===== config.mk =====
export PLATFORM = sky130hd
export DESIGN_NAME = l2_arbiter
export DESIGN_NICKNAME = d
export VERILOG_FILES = /design/src/rtl/l2_arbiter.sv
export SDC_FILE = /design/constraint.sdc
export NUM_CORES = 1
export LEC_CHECK = 0
export BUFFER_PORTS_ARGS = -buffer_cell sky130_fd_sc_hd__buf_2
export CAP_MARGIN = 25
export CELL_PAD_IN_SITES_DETAIL_PLACEMENT = 0
export CELL_PAD_IN_SITES_GLOBAL_PLACEMENT = 1
export CORE_UTILIZATION = 29
export DETAILED_ROUTE_END_ITERATION = 8
export GPL_TIMING_DRIVEN = 1
export HOLD_SLACK_MARGIN = 0.08
export PLACE_DENSITY_LB_ADDON = 0.1
export SLEW_MARGIN = 20
export SYNTH_ARGS = -nofsm -noshare
export SYNTH_HDL_FRONTEND = slang
export SYNTH_SLANG_ARGS = --single-unit

===== constraint.sdc =====
create_clock -name clk -period 1.5 [get_ports clk]
set_input_delay 0.3 -clock clk [delete_from_list [all_inputs] [get_ports clk]]
set_output_delay 0.3 -clock clk [all_outputs]
set_load 0.005 [all_outputs]

===== src/rtl/l2_arbiter.sv =====
// Two-requester L2 line-fill arbiter (icache has priority over dcache).
// Fetches one PAGE_WORDS-long burst word by word from memory and strobes each word to the granted side.
module l2_arbiter #(
  parameter int WIDTH      = 32,
  parameter int PAGE_BYTES = 32
) (
  input  logic             clk,
  input  logic             rst,
  input  logic             ic_start,
  input  logic [WIDTH-1:0] ic_page,
  input  logic             dc_start,
  input  logic [WIDTH-1:0] dc_page,
  output logic             l2_busy,
  output logic             ic_launch,
  output logic             dc_launch,
  output logic             ic_ready,
  output logic             dc_ready,
  output logic [15:0]      l2_data,
  output logic             mem_req,
  output logic [WIDTH-1:0] mem_addr,
  input  logic             mem_ack,
  input  logic [15:0]      mem_rdata
);

  localparam int PAGE_WORDS  = PAGE_BYTES / 2;
  localparam int OFFSET_BITS = $clog2(PAGE_BYTES);
  localparam int WORD_BITS   = (PAGE_WORDS > 1) ? $clog2(PAGE_WORDS) : 1;
  localparam logic [WORD_BITS-1:0] LAST_WORD = WORD_BITS'(PAGE_WORDS - 1);

  typedef enum logic [1:0] {IDLE, ISSUE, DELIVER, DRAIN} state_t;

  state_t               state;
  logic                 grant_dc;
  logic [WIDTH-1:0]     page;
  logic [WORD_BITS-1:0] word;

  always_ff @(posedge clk) begin
    if (rst) begin
      state    <= IDLE;
      grant_dc <= 1'b0;
      page     <= '0;
      word     <= '0;
      l2_data  <= '0;
    end else begin
      case (state)
        IDLE: begin
          // icache wins a tie; a losing dcache start simply gets resampled next IDLE
          if (ic_start) begin
            grant_dc <= 1'b0;
            page     <= ic_page;
            word     <= '0;
            state    <= ISSUE;
          end else if (dc_start) begin
            grant_dc <= 1'b1;
            page     <= dc_page;
            word     <= '0;
            state    <= ISSUE;
          end
        end
        ISSUE: begin
          if (mem_ack) begin
            l2_data <= mem_rdata;
            state   <= DELIVER;
          end
        end
        DELIVER: begin
          if (word != LAST_WORD) begin
            word  <= word + WORD_BITS'(1);
            state <= ISSUE;
          end else begin
            state <= DRAIN;
          end
        end
        DRAIN:   state <= IDLE;
        default: state <= IDLE;
      endcase
    end
  end

  // All outputs are pure decodes of the state registers, so none glitch on inputs.
  assign l2_busy   = (state != IDLE);
  assign ic_launch = l2_busy && !grant_dc;
  assign dc_launch = l2_busy && grant_dc;
  assign ic_ready  = (state == DELIVER) && !grant_dc;
  assign dc_ready  = (state == DELIVER) && grant_dc;
  assign mem_req   = (state == ISSUE);
  assign mem_addr  = (page << OFFSET_BITS) + WIDTH'({word, 1'b0});

endmodule


==> results of run 1 <==
[layer usage]
layer / up-vias / global-route usage (%) / share of wire [%]
li1: 1118 / - / -
met1: 945 / 18.5 / 45
met2: 77 / 26.0 / 46
met3: 5 / 4.57 / 7.2
met4: 0 / 3.96 / 0.91
met5: - / 0 / 0
[worst register-to-register path, delay by kind of cell (launching register included)]
family / cells / cell delay, ps
simple gates: 2 / 570
flops: 1 / 360
fa+ha+maj: 1 / 240
compound gates: 1 / 130
[final cells by class]
cell class | instances | share of cell area (%)
inverter | 1 | 0.200
timing repair buffer | 142 | 26.0
clock buffer | 7 | 2.44
multi-input combinational | 167 | 34.2
clock inverter | 1 | 0.962
tap | 99 | 3.97
sequential | 50 | 32.3
[sequential cells by signal, summed over array words and instances, names as in the netlist]
| name | cells |
|---|---|
| word | 4 |
| state | 2 |
| page | 27 |
| grant_dc | 1 |
| l2_data | 16 |
[cells by family after synthesis]
logic type	share of synthesized area, %
other	0.173
multiplexers	12.5
buffers and inverters	5.55
AO/OA/AOI/OAI	23.7
AND/OR/NAND/NOR	11.3
adder cells (fa/ha/maj)	0.578
flip-flops	46.2
[worst paths after layout]
kind	cells past startpoint	slack, ps	end	from
max	4	20	dc_launch	state[0]
min	3	220	l2_data[14]	mem_rdata[14]
max reg2reg	4	140	word[0]	word[0]
min reg2reg	2	450	l2_data[8]	l2_data[8]
[power by group through the flow]
stage | clock (W) | sequential, W | combinational (W)
6_report | 0.000944 | 0.00149 | 0.000642
5_1_grt | 0.00103 | 0.00151 | 0.000719
4_1_cts | 0.000987 | 0.00149 | 0.000647
3_5_place_dp | 0 | 0.00152 | 0.000628
3_3_place_gp | 0 | 0.00151 | 0.000626
2_1_floorplan | 0 | 0.00153 | 0.000309
[what timing repair did]
item,in CTS,in global routing
setup endpoints to repair,5,4
gates resized for setup,6,7
buffers inserted,4,0
endpoints found under the hold margin,0,0
gates cloned,0,0
hold buffers,0,0
pin swaps,1,1
[metrics by stage]
step | hold slack (ps) | cell area [sq um] | total power, W | setup WS, ps
final | 222 | 3120 | 0.00307 | 24.2
after global routing | 214 | 3120 | 0.00325 | -35.2
after CTS | 213 | 3100 | 0.00312 | 13.8
after detailed placement | 444 | 2940 | 0.00215 | 161
after global placement | 439 | 2940 | 0.00214 | 183
after floorplan | 436 | 2170 | 0.00184 | 243
[synth_stat cells]
| master | instances | area [sq um] |
|---|---|---|
| conb_1 | 1 | 3.75 |
| buf_4 | 6 | 45.0 |
| buf_1 | 1 | 3.75 |
| nor2_4 | 1 | 11.3 |
| o22ai_1 | 1 | 6.26 |
| a21oi_1 | 48 | 240 |
| a211oi_1 | 29 | 218 |
| or2_1 | 1 | 6.26 |
| o21ai_1 | 1 | 5.00 |
| and3_1 | 1 | 6.26 |
| inv_2 | 1 | 3.75 |
| or3_1 | 2 | 12.5 |
| o21ai_0 | 1 | 5.00 |
| nand3_1 | 2 | 10.0 |
| clkbuf_1 | 6 | 22.5 |
| dfxtp_1 | 50 | 1000 |
| and2_1 | 2 | 12.5 |
| nand2_1 | 32 | 120 |
| buf_2 | 9 | 45.0 |
| o21a_1 | 1 | 7.51 |
| nor2_1 | 6 | 22.5 |
| o221ai_1 | 3 | 26.3 |
| and3b_1 | 1 | 8.76 |
| nor2b_1 | 2 | 12.5 |
| mux2i_1 | 27 | 270 |
| nand3b_1 | 2 | 15.0 |
| ha_1 | 1 | 12.5 |
| nand2b_1 | 1 | 6.26 |
| a31oi_1 | 1 | 6.26 |
==> impl_metrics.json, run 1 <==
{
  "status": "finished, final reports clean",
  "fin_tns_setup_ps": 0,
  "cp-end-kind": "primary output",
  "hpwl_microns": 4080,
  "nFillCells": 781,
  "syn_area_sq_um": 2170,
  "rsz0062_at_grt": "true",
  "cts_max_level": 2,
  "hold_violations": 0,
  "synth_warnings": 0,
  "die_area_sq_um": 7820,
  "grt_pass1_vias": 1930,
  "wire_per_inst_microns": 12.8,
  "synth_nets": 326,
  "cp.buffers_inverters": 2,
  "area_delta_synth_final_pct": 44.2,
  "ys_ff_latch": 50,
  "seq_area_frac_synth_pct": 46.2,
  "final_util_pct": 43.1,
  "fin_skew_ps": 6.19,
  "start_util_pct": 29.9,
  "final_common_cell": "buf_2",
  "grt_usage_pct": 15.2,
  "period_needed_ps": 1480,
  "dp.cells": 455,
  "rows": 31,
  "gr-total-overflow": 0,
  "syn-instance-count": 240,
  "clock-sinks": 50,
  "vias": 2145,
  "hp-class": "in -> reg",
  "grt_pass1_wl_microns": 9160,
  "cpPeakStageDelay_ps": 380,
  "fin_crit_sh_pct": 98.4,
  "cp_slowest_cell": "dfxtp_4",
  "worstPathRequired_ps": 1200,
  "cts.clk_slew.worst_paths_ps": 90,
  "maxCapViolations": 0,
  "drive_gt1_share_pct": 42.7,
  "ys_types": 29,
  "portBuffers": 127,
  "ant_nets": 0,
  "swShare_pct": 26.4,
  "path_cells": "nor2_4 > inv_4 > and2_4 > buf_6",
  "seq_power_share_pct": 48.4,
  "p_leak_nw": 1.48,
  "comb_power_share_pct": 20.9,
  "gp_congestion": 0.796,
  "syn_avg_cell_area_sq_um": 9.02,
  "antenna_found_initial": 0,
  "nets": 453,
  "p_int_w": 0.00226,
  "ir_drop_mv": 0.380,
  "clock_latency_ps": 300,
  "crit_fanout": 7,
  "die_y_microns": 88.4,
  "startpoint_type": "flop",
  "antennaDiodeCount": 0,
  "area.sequential_sq_um": 1010,
  "drt_iter0_drc": 58,
  "cts_tree": "done",
  "first_pass_iters": 4,
  "via_per_inst": 4.59,
  "cp_data_arrival_time_ps": 1180,
  "wirelength_microns": 5960,
  "pwr-share-clk_pct": 30.7,
  "ios": 139,
  "fmax_mhz": 678,
  "p_per_area_nw_per_um2": 984,
  "crit_family": "flip-flops",
  "critPathKind": "reg -> out",
  "numCtsBuffers": 5,
  "mostFrequentLayoutCells": "buf_2, a21oi_1, dfxtp_1",
  "core_sq_um": 7250,
  "setup_viol": 0,
  "grt_max_degree": 51,
  "multi_input_area_sq_um": 1070,
  "slew_viol_final": 0,
  "cts-root-buf": "clkbuf_8",
  "fin_cells": 467,
  "fp.dieW_microns": 88.4,
  "switchingPower_w": 0.000813,
  "clk_path_buf_depth": 2,
  "drc_errors": 0
}
No activity file was read; power rests on OpenSTA's default activity.
==> run 2: changes to the inputs <==
--- a/config.mk
+++ b/config.mk
@@ -7,13 +7,11 @@
 export LEC_CHECK = 0
 export BUFFER_PORTS_ARGS = -buffer_cell sky130_fd_sc_hd__buf_2
 export CAP_MARGIN = 25
-export CELL_PAD_IN_SITES_DETAIL_PLACEMENT = 0
-export CELL_PAD_IN_SITES_GLOBAL_PLACEMENT = 1
-export CORE_UTILIZATION = 29
+export CORE_UTILIZATION = 42
 export DETAILED_ROUTE_END_ITERATION = 8
 export GPL_TIMING_DRIVEN = 1
 export HOLD_SLACK_MARGIN = 0.08
-export PLACE_DENSITY_LB_ADDON = 0.1
+export PLACE_DENSITY = 0.8
 export SLEW_MARGIN = 20
 export SYNTH_ARGS = -nofsm -noshare
 export SYNTH_HDL_FRONTEND = slang
==> impl_metrics.json, run 2 (synthesized netlist as in run 1, its figures left out) <==
{
  "ant_nets": 0,
  "grt_max_degree": 51,
  "grt_usage_pct": 18.4,
  "gp_congestion": 0.829,
  "grt_use_met3_pct": 6.17,
  "cts.clk_slew.worst_paths_ps": 80,
  "wire_per_inst_microns": 12.1,
  "grt_pass1_vias": 1775,
  "crit_family": "flip-flops",
  "layout_setup_ws_ps": 12.3,
  "crit_end": "dc_launch",
  "swShare_pct": 26.8,
  "critPathKind": "reg -> out",
  "slew_headroom_pct": 62.0,
  "dp.cells": 423,
  "status": "finished, final reports clean",
  "hpwl_microns": 3690,
  "wirelength_microns": 5240,
  "cts-root-buf": "clkbuf_8",
  "p_per_area_nw_per_um2": 939,
  "cp-end-kind": "primary output",
  "portBuffers": 127,
  "comb_power_share_pct": 21.7,
  "largest_reg_flops": 27,
  "placed_area_sq_um": 2880,
  "top_regs": "page (27), l2_data (16), word (4)",
  "cp-startpoint": "state[0]",
  "ios": 139,
  "ir_drop_mv": 0.445,
  "via_per_inst": 5.04,
  "grt_use_met1_pct": 20.7,
  "antennaDiodeCount": 0,
  "fin_area_sq_um": 3010,
  "switchingPower_w": 0.000760,
  "r2r_cells": 4,
  "rrSetupSlack_ps": 150,
  "fin_crit_sh_pct": 99.2,
  "maxCapViolations": 0,
  "drive_gt1_share_pct": 41.8,
  "fin_skew_ps": 6.01,
  "worst_pin_slew_ps": 568,
  "drt_iter0_drc": 71,
  "cts_tree": "done",
  "pwr-share-clk_pct": 25.6,
  "numCtsBuffers": 5,
  "cts_max_level": 2,
  "core_sq_um": 4850,
  "cp_data_arrival_time_ps": 1190,
  "clk_path_buf_depth": 2,
  "grt_pass1_wl_microns": 7730,
  "power_w": 0.00283,
  "top_register": "page",
  "cp_slowest_cell": "dfxtp_2",
  "busiest_layer": "met2",
  "p_int_w": 0.00207,
  "r2r-start": "word[0]",
  "fin_cells": 435,
  "die_area_sq_um": 5450,
  "cp.buffers_inverters": 2,
  "hp-class": "in -> reg",
  "cpPeakStageDelay_ps": 370,
  "seq_power_share_pct": 52.7,
  "grt_use_met2_pct": 32.3,
  "pre_cts_ws_ps": 176,
  "reg2reg_to": "word[0]",
  "period_needed_ps": 1490,
  "nets": 454,
  "drc_errors": 0,
  "mostFrequentLayoutCells": "buf_2, a21oi_1, dfxtp_1",
  "hold_violations": 0,
  "clock-sinks": 50,
  "rsz0062_at_grt": "true",
  "setup_viol": 0,
  "path_depth": 4,
  "worstPathRequired_ps": 1200,
  "final_common_cell": "buf_2",
  "crit_fanout": 8,
  "fmax_mhz": 672,
  "startpoint_type": "flop",
  "fp.dieW_microns": 73.8,
  "area_delta_synth_final_pct": 39.1,
  "gr-total-overflow": 0,
  "die_y_microns": 73.8,
  "first_pass_iters": 4,
  "clock_latency_ps": 300,
  "start_util_pct": 44.7,
  "vias": 2191,
  "antenna_found_initial": 0,
  "p_leak_nw": 1.46,
  "rows": 25,
  "path_cells": "nor2_4 > inv_4 > and2_1 > buf_2",
  "slew_viol_final": 0
}
==> run 2: worst min-delay path by stage <==
stage | from | endpoint | slack (ps) | cells past startpoint
after floorplan | mem_rdata[0] | l2_data[0] | 440 | 2
after global placement | l2_data[8] | l2_data[8] | 440 | 2
after detailed placement | l2_data[15] | l2_data[15] | 450 | 2
after CTS | mem_rdata[14] | l2_data[14] | 230 | 3
after global routing | mem_rdata[4] | l2_data[4] | 230 | 3
final | mem_rdata[5] | l2_data[5] | 240 | 3
==> run 2: cell type report <==
class	count	area [sq um]
tap	67	83.8
clock buffer	7	76.3
timing repair buffer	143	785
sequential	50	1010
fill	418	1840
inverter	1	6.26
multi-input combinational	167	1050
==> run 2: timing repair <==
action | 4_1_cts | 5_1_grt
pin swaps | 1 | 1
resized for setup | 3 | 4
setup buffers | 1 | 4
endpoints found under the setup margin | 3 | 4
hold buffers | 0 | 0
==> run 2: layer usage <==
layer,part of all wire [%],wire (microns),vias up
met3,7.1,373,6
met2,47,2450,103
met5,0,0,-
met1,45,2370,965
met4,1.0,53,0
li1,-,-,1117
==> run 2: tightest hold or removal path: stages <==
cell,delay (ps)
buf_2,90
nand2_1,40
a21oi_1,50
==> run 2: power by group through the flow <==
stage | Sequential [W] | Clock (W) | Combinational, W
final | 0.00149 | 0.000725 | 0.000613
after global routing | 0.00150 | 0.000811 | 0.000671
after CTS | 0.00149 | 0.000752 | 0.000595
after detailed placement | 0.00152 | 0 | 0.000590
after global placement | 0.00152 | 0 | 0.000578
after floorplan | 0.00153 | 0 | 0.000309
==> run 2: stage by stage <==
step / TNS [ps] / utilization [%] / hold slack, ps
global route: -48.8 / 62.1 / 229
floorplan: 0 / - / 436
finish: 0 / 62.1 / 237
detailed placement: 0 / 59.4 / 446
global placement: 0 / 59.4 / 440
CTS: 0 / 61.3 / 231
==> run 3: changes to the inputs <==
==> config.mk (replaced) <==
export PLATFORM = sky130hd
export DESIGN_NAME = l2_arbiter
export DESIGN_NICKNAME = d
export VERILOG_FILES = /design/src/rtl/l2_arbiter.sv
export SDC_FILE = /design/constraint.sdc
export NUM_CORES = 1
export LEC_CHECK = 0
export CAP_MARGIN = 40
export CORE_UTILIZATION = 50
export DETAILED_ROUTE_END_ITERATION = 8
export DONT_BUFFER_PORTS = 1
export GPL_TIMING_DRIVEN = 1
export HOLD_SLACK_MARGIN = 0.08
export SLEW_MARGIN = 20
export SYNTH_ARGS = -nofsm -noshare
export SYNTH_HDL_FRONTEND = slang
export SYNTH_SLANG_ARGS = --single-unit
==> impl_metrics.json, run 3 (synthesized netlist as in run 1, its figures left out) <==
{
  "fp.dieW_microns": 67.8,
  "top_regs": "page (27), l2_data (16), word (4)",
  "die_y_microns": 67.8,
  "worstHoldEndpoint": "l2_data[4]",
  "hold_depth": 2,
  "clk_path_buf_depth": 2,
  "reg2reg_to": "word[0]",
  "cts_max_level": 2,
  "crit_fanout": 7,
  "seq_power_share_pct": 55.2,
  "switchingPower_w": 0.000700,
  "grt_use_met2_pct": 37.5,
  "antennaDiodeCount": 0,
  "maxCapViolations": 0,
  "die_area_sq_um": 4600,
  "fin_skew_ps": 4.61,
  "gp_congestion": 0.741,
  "swShare_pct": 25.4,
  "cts_tree": "done",
  "worst_pin_slew_ps": 559,
  "cts-root-buf": "clkbuf_8",
  "postCtsSetupBuffers": 0,
  "comb_power_share_pct": 12.9,
  "grt_pass1_wl_microns": 6880,
  "ios": 139,
  "hpwl_microns": 3390,
  "busiest_layer": "met2",
  "fin_area_sq_um": 2320,
  "wire_per_inst_microns": 16.7,
  "mostFrequentLayoutCells": "a21oi_1, dfxtp_1, nand2_1",
  "slew_viol_final": 0,
  "p_int_w": 0.00206,
  "slew_headroom_pct": 62.6,
  "clock-sinks": 50,
  "fin_crit_sh_pct": 96.6,
  "nFillCells": 365,
  "worstPathRequired_ps": 1200,
  "ir_drop_mv": 0.422,
  "fin_tns_setup_ps": 0,
  "area_delta_synth_final_pct": 6.99,
  "cp-end-kind": "primary output",
  "top_register": "page",
  "critPathKind": "reg -> out",
  "gr-total-overflow": 0,
  "setup_viol": 0,
  "clock_latency_ps": 300,
  "fmax_mhz": 690,
  "via_per_inst": 6.02,
  "portBuffers": 0,
  "grt_use_met1_pct": 19.2,
  "drive_gt1_share_pct": 9.36,
  "status": "finished, final reports clean",
  "min-delay-start": "mem_rdata[4]",
  "final_util_pct": 56.7,
  "largest_reg_flops": 27,
  "pwr-share-clk_pct": 31.9,
  "vias": 1717,
  "numCtsBuffers": 5,
  "r2r_cells": 4,
  "r2r-start": "word[0]",
  "grt_max_degree": 51,
  "period_needed_ps": 1450,
  "ant_nets": 0,
  "startpoint_type": "flop",
  "placed_area_sq_um": 2170,
  "cts.clk_slew.worst_paths_ps": 80,
  "first_pass_iters": 4,
  "cp_data_arrival_time_ps": 1150,
  "core_sq_um": 4090,
  "nets": 320,
  "wirelength_microns": 4770,
  "grt_usage_pct": 20.1,
  "p_leak_nw": 0.878,
  "antenna_found_initial": 0,
  "start_util_pct": 53.0,
  "drc_errors": 0,
  "drt_iter0_drc": 46,
  "grt_pass1_vias": 1573,
  "grt_use_met3_pct": 8.67,
  "rows": 23,
  "hold_violations": 0,
  "rsz0062_at_grt": "false",
  "whs_ps": 129,
  "p_per_area_nw_per_um2": 1190,
  "hp-class": "in -> reg",
  "rrSetupSlack_ps": 130
}
-- run 3: repair_timing --
action / in CTS / in global routing
setup endpoints to repair: 1 / 4
gates resized for setup: 1 / 3
hold buffers: 1 / 1
pin swaps: 0 / 0
hold endpoints to repair: 50 / 1
-- run 3: power by group through the flow --
stage	clock network, W	logic, W	registers [W]
finish	0.000879	0.000356	0.00152
global route	0.000966	0.000402	0.00154
CTS	0.000901	0.000354	0.00152
detailed placement	0	0.000328	0.00155
global placement	0	0.000307	0.00155
floorplan	0	0.000309	0.00153
-- run 3: worst max-delay path, stage by stage, from the launching register on --
cell and delay, ps:
dfxtp_2 400, nor2b_2 270, and2_1 180
-- run 3: stage by stage --
stage / instances / total power, W / setup WS [ps]
2_1_floorplan: 240 / 0.00184 / 243
3_3_place_gp: 275 / 0.00186 / 195
3_5_place_dp: 275 / 0.00188 / 173
4_1_cts: 284 / 0.00278 / 15.4
5_1_grt: 285 / 0.00291 / 6.80
6_report: 285 / 0.00276 / 51.2
-- run 3: worst max path at each step --
| stage | from | endpoint | slack, ps |
|---|---|---|---|
| floorplan | word[0] | word[0] | 240 |
| global placement | word[0] | word[0] | 190 |
| detailed placement | word[0] | word[0] | 170 |
| CTS | state[1] | dc_ready | 20 |
| global route | state[1] | dc_ready | 7 |
| finish | state[1] | dc_ready | 50 |
-- run 3: final cells by class --
cell class / instances / area (sq um) / area share [%]
well taps: 50 / 62.6 / 2.70
multi-input cells: 167 / 1050 / 45.5
repair buffers: 9 / 82.6 / 3.56
clock buffers: 8 / 110 / 4.75
flip-flops and latches: 50 / 1000 / 43.3
inverters: 1 / 3.75 / 0.162
-- run 3: metal layers --
layer  vias up  share of wire [%]
li1        849                  -
met1       767                 38
met2        93                 51
met3         8                9.3
met4         0                1.1
met5         -                  0
